### src/rtl/arb2to1_24.sv
// Two-requester round-robin arbiter feeding a single-word output register.
// Optional saturating per-requester grant counters are built only when ARB2TO1_STATS_EN is defined.
module arb2to1_24 #(
    parameter int k  = 24,
    parameter int CW = 16
) (
    input  logic          clk,
    input  logic          rst,
    input  logic          A_valid,
    input  logic [k-1:0]  A_data,
    output logic          A_ready,
    input  logic          B_valid,
    input  logic [k-1:0]  B_data,
    output logic          B_ready,
    output logic          O_valid,
    output logic [k-1:0]  O,
    input  logic          O_ready,
    output logic          SEL,
    output logic [CW-1:0] A_cnt,
    output logic [CW-1:0] B_cnt
);

    localparam logic ST_EMPTY = 1'b0;
    localparam logic ST_FULL  = 1'b1;
    localparam logic GRANT_A  = 1'b0;
    localparam logic GRANT_B  = 1'b1;

    logic         state_q, state_d;
    logic [k-1:0] data_q, data_d;
    logic         sel_q, sel_d;
    logic         last_q, last_d;
    logic         can_load;
    logic         prefer_b;
    logic         a_xfer, b_xfer;

    always_comb begin
        can_load = (state_q == ST_EMPTY) || O_ready;
        // On a tie the requester that did not win the last transfer goes next.
        if (A_valid && B_valid) begin
            prefer_b = (last_q == GRANT_A);
        end else begin
            prefer_b = B_valid;
        end
        a_xfer = !rst && can_load && A_valid && !prefer_b;
        b_xfer = !rst && can_load && B_valid && prefer_b;
    end

    always_comb begin
        state_d = state_q;
        data_d  = data_q;
        sel_d   = sel_q;
        last_d  = last_q;
        if (a_xfer || b_xfer) begin
            state_d = ST_FULL;
            data_d  = b_xfer ? B_data : A_data;
            sel_d   = b_xfer;
            last_d  = b_xfer ? GRANT_B : GRANT_A;
        end else if (state_q == ST_FULL && O_ready) begin
            state_d = ST_EMPTY;
        end
    end

    always_ff @(posedge clk or posedge rst) begin
        if (rst) begin
            state_q <= ST_EMPTY;
            data_q  <= '0;
            sel_q   <= 1'b0;
            last_q  <= GRANT_B;
        end else begin
            state_q <= state_d;
            data_q  <= data_d;
            sel_q   <= sel_d;
            last_q  <= last_d;
        end
    end

    assign A_ready = a_xfer;
    assign B_ready = b_xfer;
    assign O_valid = (state_q == ST_FULL);
    assign O       = data_q;
    assign SEL     = sel_q;

`ifdef ARB2TO1_STATS_EN
    logic [CW-1:0] a_cnt_q, b_cnt_q;

    always_ff @(posedge clk or posedge rst) begin
        if (rst) begin
            a_cnt_q <= '0;
            b_cnt_q <= '0;
        end else begin
            if (a_xfer && a_cnt_q != '1) a_cnt_q <= a_cnt_q + CW'(1);
            if (b_xfer && b_cnt_q != '1) b_cnt_q <= b_cnt_q + CW'(1);
        end
    end

    assign A_cnt = a_cnt_q;
    assign B_cnt = b_cnt_q;
`else
    assign A_cnt = '0;
    assign B_cnt = '0;
`endif

endmodule

### config.mk
export PLATFORM = sky130hd
export DESIGN_NAME = arb2to1_24
export DESIGN_NICKNAME = d
export VERILOG_FILES = /design/src/rtl/arb2to1_24.sv
export SDC_FILE = /design/constraint.sdc
export NUM_CORES = 1
export LEC_CHECK = 0
export ABC_AREA = 1
export BUFFER_PORTS_ARGS = -buffer_cell sky130_fd_sc_hd__buf_2
export CAP_MARGIN = 20
export CORE_AREA = 2 2 65 67
export CTS_BUF_LIST = sky130_fd_sc_hd__clkbuf_4 sky130_fd_sc_hd__clkbuf_8
export CTS_CLUSTER_SIZE = 12
export DETAILED_ROUTE_END_ITERATION = 16
export DIE_AREA = 0 0 67 69
export MAX_ROUTING_LAYER = met4
export PLACE_DENSITY = 0.85
export SETUP_SLACK_MARGIN = 0.02
export SLEW_MARGIN = 25
export SYNTH_ARGS = -nofsm -noshare
export SYNTH_HDL_FRONTEND = slang
export SYNTH_SLANG_ARGS = --single-unit
### constraint.sdc
create_clock -name clk -period 2.5 [get_ports clk]
set_clock_uncertainty 0.05 [all_clocks]
set_input_delay 0.125 -clock clk [delete_from_list [all_inputs] [get_ports clk]]
set_output_delay 0.125 -clock clk [all_outputs]
set_load 0.05 [all_outputs]
# Word-level counts from Yosys, hierarchy flattened
# Index checks and enable logic that the tools add are counted.
# Widths: inputs -> output; s select.
# op_classes
n_mux	5
bitwise	2
reduce_logical	12
# op_table
op	count
$mux 24	1
$logic_and 1x1->1	7
$mux 1	4
$logic_not 1->1	2
$logic_or 1x1->1	2
$not 1->1	2
$reduce_bool 2->1	1
# word_totals
ff_bits	27
in_bits	53
out_inout_bits	60
word_cells	23

# Longest topological paths before layout
# Gate-level depths: netlist of the first run.
# logic_depth
ltp_word	7
depth_mapped	8
ltp_nobuf	7

# Worst setup path before layout of the first run
# OpenSTA, ideal clock, no wires.
# synth_timing
path_kind	reg2out
start	register state_q, in the netlist O_valid
end	output port A_ready
arrival_time_ps	2167
required_ps	2325
setup_slack_ps	158
path_stages_with_launch	5
path_buffers	1
cell_sequence	dfrtp_1 > nand2_2 > nand2_4 > clkbuf_1 > nor3_1
# synth_via
elab_chain_cells	5
# synth_lines
item	line_no	source
start: declaration	28	logic state_q, state_d;
start signal: assignment	70	state_q <= state_d;
$not 1->1	37	can_load = (state_q == ST_EMPTY) || O_ready;
$logic_or 1x1->1	37	
$logic_and 1x1->1 (3 in a row)	44	a_xfer = !rst && can_load && A_valid && !prefer_b;
end: declaration	11	output logic A_ready,
# Every way passes these cells.

# Final worst setup path of the first run
# layout_timing
start	input port rst
end	register data_q[11], in the netlist O[11]
# layout_via
elab_chain_cells	5
word_cells_on_any_way	8
classes_between	mux: 1; reduce/logical: 7
# layout_lines
item	line_no	source
start: declaration	8	input logic rst,
$logic_not 1->1 (no source line) (*)	n/a	
$logic_and 1x1->1 (*)	44, 45	
$logic_and 1x1->1 (on tied branches) (2 in a row)	45, 44	
$mux 24 / $logic_or 1x1->1 (equally long branches)	55, 53	
end signal: assignment	71	data_q <= data_d;
end: declaration	29	logic [k-1:0] data_q, data_d;
# Mark *: on every way between the ends. The rest lies on a longest branch, timed or not.
# A chain may end at the register's enable or synchronous reset.

==> summary.txt, run 1 <==
Max cap viols -> 0
Register bit total from synthesis -> 27
Pleak -> 1.27 nW
Clk buf depth -> 2
Worst-Skew Late Latency -> 0.26 ns
Fmax -> 463 MHz
Initial antenna violation count -> 0
RSZ-0062 raised after global routing -> false
Critical Path RT -> 2.61 ns
Post-Synthesis Cells -> 235
Die X -> 67 um
Share of cells above drive strength 1 -> 31.3%
WP data arrival -> 2.27 ns
Xor/xnor cell area share of the yosys netlist -> 0%
Io pins -> 113
Footprint of the multi-input gates -> 801 um^2
Post-cts sizing count -> 0
Row count -> 23
DIE AREA -> 4620 um^2
Vias -> 1650
Worst setup SP type -> primary input
Distinct cells, synth -> 18
Setup_tns -> 0 ns
Crit path cell chain -> dlygate4sd3_1 -> buf_2 -> inv_2 -> nand2_4 -> a21oi_4 -> inv_2 -> nand2_1 -> nand2_1
Final GP Congestion -> 0.787
Inserted Diodes -> 0
# fillers -> 393
Reg2reg path depth -> 6
Post-route ant nets -> 0
Slew Limit Fails -> 0
Initial drt markers -> 98
Slew margin rel. -> 54.4%
Combinational family with the most area after synthesis -> simple AND/OR/NAND/NOR gates
Core area -> 3910 um^2
Setup CP Type -> primary input to register
Detail-routed via count per cell -> 4.58
Post-Route WL -> 4100 um
Clock Sinks -> 27
Mapped cell area -> 1790 um^2
Hold path cells -> 4
Area Overhead vs Synth -> 19.2%
PortBufs -> 80
PD cells -> 764 nW/um^2
Total power -> 1.63 mW
Die height -> 69 um
TritonCTS Buffers -> 3
Drt wl/cell -> 11.4 um
Nets -> 364
Synth Area in Simple Gates -> 26.6%
Final Cycle Share -> 86.5%
Max VDD drop -> 0.000300 V
Compound-gate portion of the synthesized area -> 11.5%
Yosys warnings -> 0
DR DRC count -> 0
Worst Tran Pin Value -> 0.683 ns
Status -> finished, final reports clean
Total iterations of the first detailed-routing run -> 4
Post-DP HPWL -> 3010 um
CTS tree -> built
Syn_area_per_cell -> 7.61 um^2
All-layer global routing usage -> 18.1%
# setup viols final -> 0
Synthesized-area fraction occupied by adder cells -> 0%
First-pass GRT wire length -> 6530 um
Worst min path class -> primary input to register
Register area -> 677 um^2
CTS clock-pin slew for the worst setup and hold paths -> 0.09 ns
Mux contribution to synthesized area -> 0%
Peak per-stage delay on the critical path -> 0.60 ns
Remaining global-route overflow -> 0
Min Tclk post-route -> 2.16 ns
Largest net degree at the start of global routing -> 28
Hold Fails Final Rpt -> 0
Vias in the first global route -> 1504
H-tree levels -> 1
Register area share after synthesis -> 37.9%
Critical path fanouts, max -> 27
Clock root buffer -> clkbuf_8
Starting density of the core -> 45.7%
Worst Setup End Kind -> register
Slowest CP cell -> a21oi_4
## power breakdown
part	switching, mW	internal [mW]	leakage, nW
registers	0.0548	0.531	0.329
clock network	0.133	0.112	0.0255
logic	0.629	0.170	0.920
total	0.816	0.812	1.27
## cell usage after synthesis
cell type | number | area, um^2
conb_1 | 1 | 3.75
nor3_1 | 1 | 5.00
clkbuf_1 | 3 | 11.3
a21oi_2 | 1 | 8.76
inv_1 | 26 | 97.6
a21oi_4 | 1 | 16.3
dfstp_2 | 1 | 26.3
inv_2 | 4 | 15.0
nand2_2 | 2 | 12.5
o21bai_1 | 24 | 180
nand3_1 | 48 | 240
nand2_4 | 1 | 11.3
nor2_1 | 1 | 3.75
buf_4 | 34 | 255
buf_6 | 2 | 22.5
buf_2 | 5 | 25.0
dfrtp_1 | 26 | 651
nand2_1 | 54 | 203
## routing by layer
metal  part of all wire [%]  global-route usage (%)  routed length, um
met5                      0                       -                  0
met4                   0.80                    4.31                 33
met3                    9.3                    3.10                381
met2                     49                    30.7               2030
met1                     40                    21.9               1660
## worst max-delay path, delay by kind of cell
kind	cells	cell delay, ns
simple gates	3	0.40
buf+inv	4	1.14
compound gates	1	0.60
## per-stage QoR
stage	instances	cell area [um^2]	worst slack (ns)	util [%]	hold WS (ns)
floorplan	266	1900	0.158	-	-0.0101
global placement	355	2080	0.553	53.0	0.208
detailed placement	355	2080	0.475	53.0	0.221
CTS	360	2130	0.397	54.5	0.0979
global route	360	2130	0.232	54.5	0.106
finish	360	2130	0.338	54.5	0.0994
## logic make-up after synthesis
family / after synthesis
AND/OR/NAND/NOR: 107
other: 1
buffers and inverters: 74
AO/OA/AOI/OAI: 26
flip-flops: 27
## timing repair
item	in CTS	in global routing
endpoints found under the hold margin	26	0
setup buffers	0	0
hold buffers	1	0
## worst paths after layout
kind	end	slack [ns]	from
worst max-delay path	O[11]$_DFFE_PP0P_	0.34	rst
worst min-delay path	O_valid$_DFFE_PP0P_	0.1	O_ready
worst max register to register	O[11]$_DFFE_PP0P_	0.42	O_valid$_DFFE_PP0P_
worst min register to register	last_q$_DFFE_PP1P_	0.42	last_q$_DFFE_PP1P_
max in group asynchronous	last_q$_DFFE_PP1P_	1.62	rst
min in group asynchronous	O_valid$_DFFE_PP0P_	0.48	rst
## flip-flops by register name, summed over array words and instances (netlist names)
| register | count |
|---|---|
| O | 24 |
| O_valid | 1 |
| SEL | 1 |
| last_q | 1 |
## layout by cell type (no fill, tap or decap), drive strengths merged
cell type / n
conb: 32
dfrtp: 26
a21oi: 2
dlygate4sd3: 1
nand3: 48
nand2: 57
o21bai: 24
dfstp: 1
clkbuf: 3
nor2: 1
inv: 30
clkinv: 1
nor3: 1
buf: 83
## area by class of cell
type / instances / share of cell area [%]
inverter: 30 / 5.28
clock inverter: 1 / 0.235
clock buffer: 3 / 1.94
timing repair buffer: 84 / 20.3
sequential: 27 / 31.7
tap: 50 / 2.93
multi-input combinational: 165 / 37.6
No activity file was read; power rests on OpenSTA's default activity.
==> run 2: changes to the inputs <==
--- a/config.mk
+++ b/config.mk
@@ -10,11 +10,10 @@
 export CAP_MARGIN = 20
 export CORE_AREA = 2 2 65 67
 export CTS_BUF_LIST = sky130_fd_sc_hd__clkbuf_4 sky130_fd_sc_hd__clkbuf_8
-export CTS_CLUSTER_SIZE = 12
 export DETAILED_ROUTE_END_ITERATION = 16
 export DIE_AREA = 0 0 67 69
 export MAX_ROUTING_LAYER = met4
-export PLACE_DENSITY = 0.85
+export PLACE_DENSITY = 0.94
 export SETUP_SLACK_MARGIN = 0.02
 export SLEW_MARGIN = 25
 export SYNTH_ARGS = -nofsm -noshare
==> run 2 against run 1 <==
Combinational power about the same. Total power hardly changed. Die area unchanged. Critical path depth unchanged. Final cell count is the same. Register-to-register slack is essentially flat. Worst hold slack better by 0.0058 ns. Clock power is 2% higher. Utilization did not move. Largest power group unchanged. Largest cell class unchanged. Routed wire length rose by 0.44%. First-iteration DRC count fell by 6.1%. Worst setup slack gained 0.014 ns.
==> summary.txt, run 2 (synthesized netlist as in run 1, its figures left out) <==
Min Tclk post-route -> 2.15 ns
RR Startpoint -> O_valid$_DFFE_PP0P_
Max FFs per register -> 24
Starting density of the core -> 45.7%
Commonest cells after routing, fill and taps aside -> buf_2, nand2_1, nand3_1
Status -> finished, final reports clean
CP Depth -> 8
Worst R2R Setup Slack -> 0.42 ns
Area Overhead vs Synth -> 19.2%
Drt wl/cell -> 11.4 um
Post-DP HPWL -> 3060 um
Hold_sp -> O_ready
Worst min path class -> primary input to register
Hold Fails Final Rpt -> 0
Number of setup buffers added after CTS -> 0
Initial antenna violation count -> 0
Crit path max-delay family -> buffers and inverters
Worst-Skew Late Latency -> 0.27 ns
Cell Area, Placed -> 2080 um^2
All-layer global routing usage -> 18.9%
RSZ-0062 raised after global routing -> false
Non-Filler Instances -> 360
Post-cts sizing count -> 0
Setup_tns -> 0 ns
Total iterations of the first detailed-routing run -> 4
Detail-routed via count per cell -> 4.66
TritonCTS Buffers -> 3
Remaining global-route overflow -> 0
Slew margin rel. -> 53.6%
Slew Limit Fails -> 0
Final Cell Area -> 2130 um^2
Sw Share -> 50.1%
Reg2reg path depth -> 6
Fmax -> 465 MHz
Clock root buffer -> clkbuf_8
# fillers -> 374
Crit path buffers/inverters -> 4
Inserted Diodes -> 0
Largest net degree at the start of global routing -> 28
Clk buf depth -> 2
Core area -> 3910 um^2
Post-Route WL -> 4120 um
Pleak -> 1.27 nW
Vias -> 1677
Dpl cells -> 355
H-tree levels -> 1
Initial drt markers -> 92
Worst Tran Pin Value -> 0.695 ns
Crit path cell chain -> dlygate4sd3_1 -> buf_2 -> inv_2 -> nand2_4 -> a21oi_4 -> inv_2 -> nand2_1 -> nand2_1
Vias in the first global route -> 1578
Final GP Congestion -> 0.777
Hold Path End -> O_valid$_DFFE_PP0P_
Combinational power share -> 49.1%
PD cells -> 764 nW/um^2
Post-route ant nets -> 0
Die X -> 67 um
WP data arrival -> 2.26 ns
Critical Path RT -> 2.62 ns
Layout Utilization -> 54.5%
Final Cycle Share -> 85.9%
CTS clock-pin slew for the worst setup and hold paths -> 0.09 ns
Die height -> 69 um
Internal cell power -> 812 uW
# setup viols final -> 0
Switch Pwr -> 817 uW
Io pins -> 113
Max VDD drop -> 0.000233 V
Row count -> 23
Max cap viols -> 0
Leading cell type in the layout, fill and taps excluded -> buf_2
CTS tree -> built
First-pass GRT wire length -> 6870 um
Share of cells above drive strength 1 -> 31.3%
Nets -> 364
R2R Path End -> O[10]$_DFFE_PP0P_
Slowest CP cell -> a21oi_4
Critical path fanouts, max -> 27
DR DRC count -> 0
Setup CP Type -> primary input to register
DIE AREA -> 4620 um^2
Worst setup SP type -> primary input
Hold path cells -> 4
Peak per-stage delay on the critical path -> 0.61 ns
Hold_buf cts -> 1
PortBufs -> 80
Sequential Power Share -> 35.6%
Clock share of power -> 15.3%
Clock Sinks -> 27
Worst Setup End Kind -> register
run 2: cell counts in the layout (fill, tap and decap cells not counted):
Identical to the previous run, type by type.
run 2: final cells by class:
type | count | area (um^2) | share of cell area [%]
sequential | 27 | 677 | 31.7
clock inverter | 1 | 5.00 | 0.235
clock buffer | 3 | 41.3 | 1.94
multi-input combinational | 165 | 801 | 37.6
inverter | 30 | 113 | 5.28
timing repair buffer | 84 | 433 | 20.3
tap | 50 | 62.6 | 2.93
run 2: layer usage:
metal  global-route usage (%)  share of wire (%)  up-vias
li1                         -                  -      831
met1                     20.7                 37      754
met2                     35.3                 53       90
met3                     2.77                9.4        2
met4                     3.40               0.36        0
met5                        -                  0        -
run 2: through the flow:
stage                     total power, mW  hold WS, ns  worst slack [ns]
final                                1.63        0.105             0.352
after CTS                            1.64       0.0967             0.366
after global placement               1.38        0.205             0.594
after detailed placement             1.39        0.221             0.445
after floorplan                      1.25      -0.0101             0.158
after global routing                 1.72        0.111             0.170
run 2: how the worst max path moves through the flow:
stage / startpoint / to / slack [ns]
2_1_floorplan: O_valid$_DFFE_PP0P_ / A_ready / 0.16
3_5_place_dp: O_valid$_DFFE_PP0P_ / O[5]$_DFFE_PP0P_ / 0.44
6_report: rst / O[10]$_DFFE_PP0P_ / 0.35
3_3_place_gp: O_valid$_DFFE_PP0P_ / O[7]$_DFFE_PP0P_ / 0.59
5_1_grt: rst / O[1]$_DFFE_PP0P_ / 0.17
4_1_cts: rst / O[10]$_DFFE_PP0P_ / 0.37
run 2: worst register-to-register path, delay by kind of cell (launching register included):
kind,cells,cell delay (ns)
buffers and inverters,1,0.39
DFF,1,0.42
and+or+nand+nor,4,0.51
AOI/OAI and AO/OA,1,0.61
run 2: power by group through the flow:
| stage | clock network [mW] | logic, mW | registers, mW |
|---|---|---|---|
| 3_3_place_gp | 0 | 0.787 | 0.588 |
| 6_report | 0.249 | 0.799 | 0.580 |
| 4_1_cts | 0.257 | 0.805 | 0.581 |
| 3_5_place_dp | 0 | 0.803 | 0.588 |
| 5_1_grt | 0.273 | 0.858 | 0.593 |
| 2_1_floorplan | 0 | 0.351 | 0.903 |
==> run 3: changes to the inputs <==
--- a/config.mk
+++ b/config.mk
@@ -6,14 +6,17 @@
 export NUM_CORES = 1
 export LEC_CHECK = 0
 export ABC_AREA = 1
+export ABC_CLOCK_PERIOD_IN_PS = 2500
 export BUFFER_PORTS_ARGS = -buffer_cell sky130_fd_sc_hd__buf_2
-export CAP_MARGIN = 20
-export CORE_AREA = 2 2 65 67
+export CAP_MARGIN = 0
+export CELL_PAD_IN_SITES_DETAIL_PLACEMENT = 1
+export CELL_PAD_IN_SITES_GLOBAL_PLACEMENT = 1
+export CORE_AREA = 2 2 78 80
 export CTS_BUF_LIST = sky130_fd_sc_hd__clkbuf_4 sky130_fd_sc_hd__clkbuf_8
 export DETAILED_ROUTE_END_ITERATION = 16
-export DIE_AREA = 0 0 67 69
+export DIE_AREA = 0 0 80 82
 export MAX_ROUTING_LAYER = met4
-export PLACE_DENSITY = 0.94
+export PLACE_DENSITY = 0.95
 export SETUP_SLACK_MARGIN = 0.02
 export SLEW_MARGIN = 25
 export SYNTH_ARGS = -nofsm -noshare
==> run 3 against run 2 <==
Total power up 1.0%. Critical path type is now register to output pin. Die area increased by 42%. Register-to-register slack better by 0.43 ns. Highest routed layer unchanged. Sequential cell count unchanged. First-iteration DRC count is 30% lower. Combinational power increased by 2%. Count of clock-buffer cells in the layout stayed put. Utilization is 17 points lower. Sequential power barely moved. Worst hold slack improved by 0.0025 ns. Fmax up 1.3%.
==> summary.txt, run 3 (synthesized netlist as in run 1, its figures left out) <==
Critical Path Sink -> A_ready
Leading cell type in the layout, fill and taps excluded -> buf_2
Critical Path RT -> 2.33 ns
Slew margin rel. -> 59.8%
Critical path fanouts, max -> 25
Final GP Congestion -> 0.734
Fmax -> 472 MHz
DR DRC count -> 0
Worst setup path start -> last_q$_DFFE_PP1P_
RR Startpoint -> last_q$_DFFE_PP1P_
PortBufs -> 80
Commonest cells after routing, fill and taps aside -> buf_2, nand2_1, nand3_1
CTS clock-pin slew for the worst setup and hold paths -> 0.10 ns
Dpl cells -> 381
Vias in the first global route -> 1813
Max cap viols -> 0
RSZ-0062 raised after global routing -> false
Worst Setup End Kind -> output pin
Final Cycle Share -> 84.8%
H-tree levels -> 1
Hold Fails Final Rpt -> 0
# setup viols final -> 0
Setup WS pre-CTS -> 0.704 ns
Slew Limit Fails -> 0
Io pins -> 113
TritonCTS Buffers -> 3
Inserted Diodes -> 0
Total iterations of the first detailed-routing run -> 4
Reg2reg path depth -> 6
Detail-routed via count per cell -> 4.37
Worst R2R Setup Slack -> 0.85 ns
CTS tree -> built
Core area -> 5750 um^2
Post-DP HPWL -> 3830 um
Setup CP Type -> register to output pin
Share of cells above drive strength 1 -> 31.5%
DIE AREA -> 6560 um^2
Clock Sinks -> 27
Min Tclk post-route -> 2.12 ns
Post-Route WL -> 4960 um
Worst-Skew Late Latency -> 0.27 ns
Status -> finished, final reports clean
Drt wl/cell -> 12.9 um
WP data arrival -> 1.95 ns
Remaining global-route overflow -> 0
# fillers -> 773
Max VDD drop -> 0.000267 V
Clock root buffer -> clkbuf_8
PD cells -> 758 nW/um^2
Setup ws final -> 0.380 ns
Worst Tran Pin Value -> 0.603 ns
R2R Path End -> O[16]$_DFFE_PP0P_
Nets -> 365
First-pass GRT wire length -> 7980 um
Row count -> 28
Largest net degree at the start of global routing -> 28
Clk buf depth -> 2
Worst min path class -> primary input to register
Initial antenna violation count -> 0
Die height -> 82 um
Die X -> 80 um
Starting density of the core -> 31.1%
Max FFs per register -> 24
Post-route ant nets -> 0
Setup_tns -> 0 ns
Worst setup SP type -> register
Layout Utilization -> 37.8%
Initial drt markers -> 64
All-layer global routing usage -> 15.8%
Pleak -> 1.28 nW
Area Overhead vs Synth -> 21.4%
Non-Filler Instances -> 386
Vias -> 1686
## run 3: changes by cell type in the layout (fill, tap and decap cells not counted), sizes merged
cell | before | now
buf | 83 | 84
## run 3: worst min-delay path by stage
stage / from / endpoint / slack (ns) / depth (start not counted)
6_report: A_data[7] / O[7]$_DFFE_PP0P_ / 0.11 / 4
5_1_grt: A_data[10] / O[10]$_DFFE_PP0P_ / 0.12 / 4
4_1_cts: A_data[7] / O[7]$_DFFE_PP0P_ / 0.10 / 4
3_5_place_dp: rst / SEL$_DFFE_PP0P_ / 0.23 / 3
3_3_place_gp: rst / O_valid$_DFFE_PP0P_ / 0.21 / 3
2_1_floorplan: rst / O[0]$_DFFE_PP0P_ / -0.01 / 1
## run 3: where the power goes
part           switching (mW)  internal, mW  leakage [nW]
Clock                   0.140         0.112        0.0255
Sequential             0.0528         0.531         0.329
Combinational           0.638         0.172         0.925
Total                   0.832         0.814          1.28
## run 3: metal layers
layer | wire length, um | GRT usage, %
met1 | 2030 | 17.2
met2 | 2620 | 31.1
met3 | 301 | 1.98
met4 | 10 | 2.71
met5 | 0 | -
## run 3: area by class of cell
type,count,area (um^2),share of cell area (%)
flip-flops and latches,27,677,31.2
well taps,75,93.8,4.32
clock buffers,3,41.3,1.90
clock inverters,1,5.00,0.231
repair buffers,85,440,20.3
inverters,30,113,5.19
multi-input cells,165,801,36.9
## run 3: worst max-delay path: stages (launching register included)
cell and delay, ns:
dfstp_2 0.54, nand2_1 0.06, nand2_2 0.25, inv_2 0.27
nor3_1 0.25, buf_2 0.31
## run 3: what timing repair did
item,CTS,global route
gates resized for setup,0,0
endpoints found under the hold margin,26,0
hold buffers,1,0
buffers inserted,0,0
## run 3: through the flow
| step | power (mW) | hold slack (ns) | area [um^2] |
|---|---|---|---|
| after floorplan | 1.25 | -0.0101 | 1900 |
| after CTS | 1.67 | 0.100 | 2170 |
| after global routing | 1.75 | 0.117 | 2170 |
| after global placement | 1.39 | 0.211 | 2110 |
| after detailed placement | 1.41 | 0.227 | 2110 |
| final | 1.65 | 0.108 | 2170 |
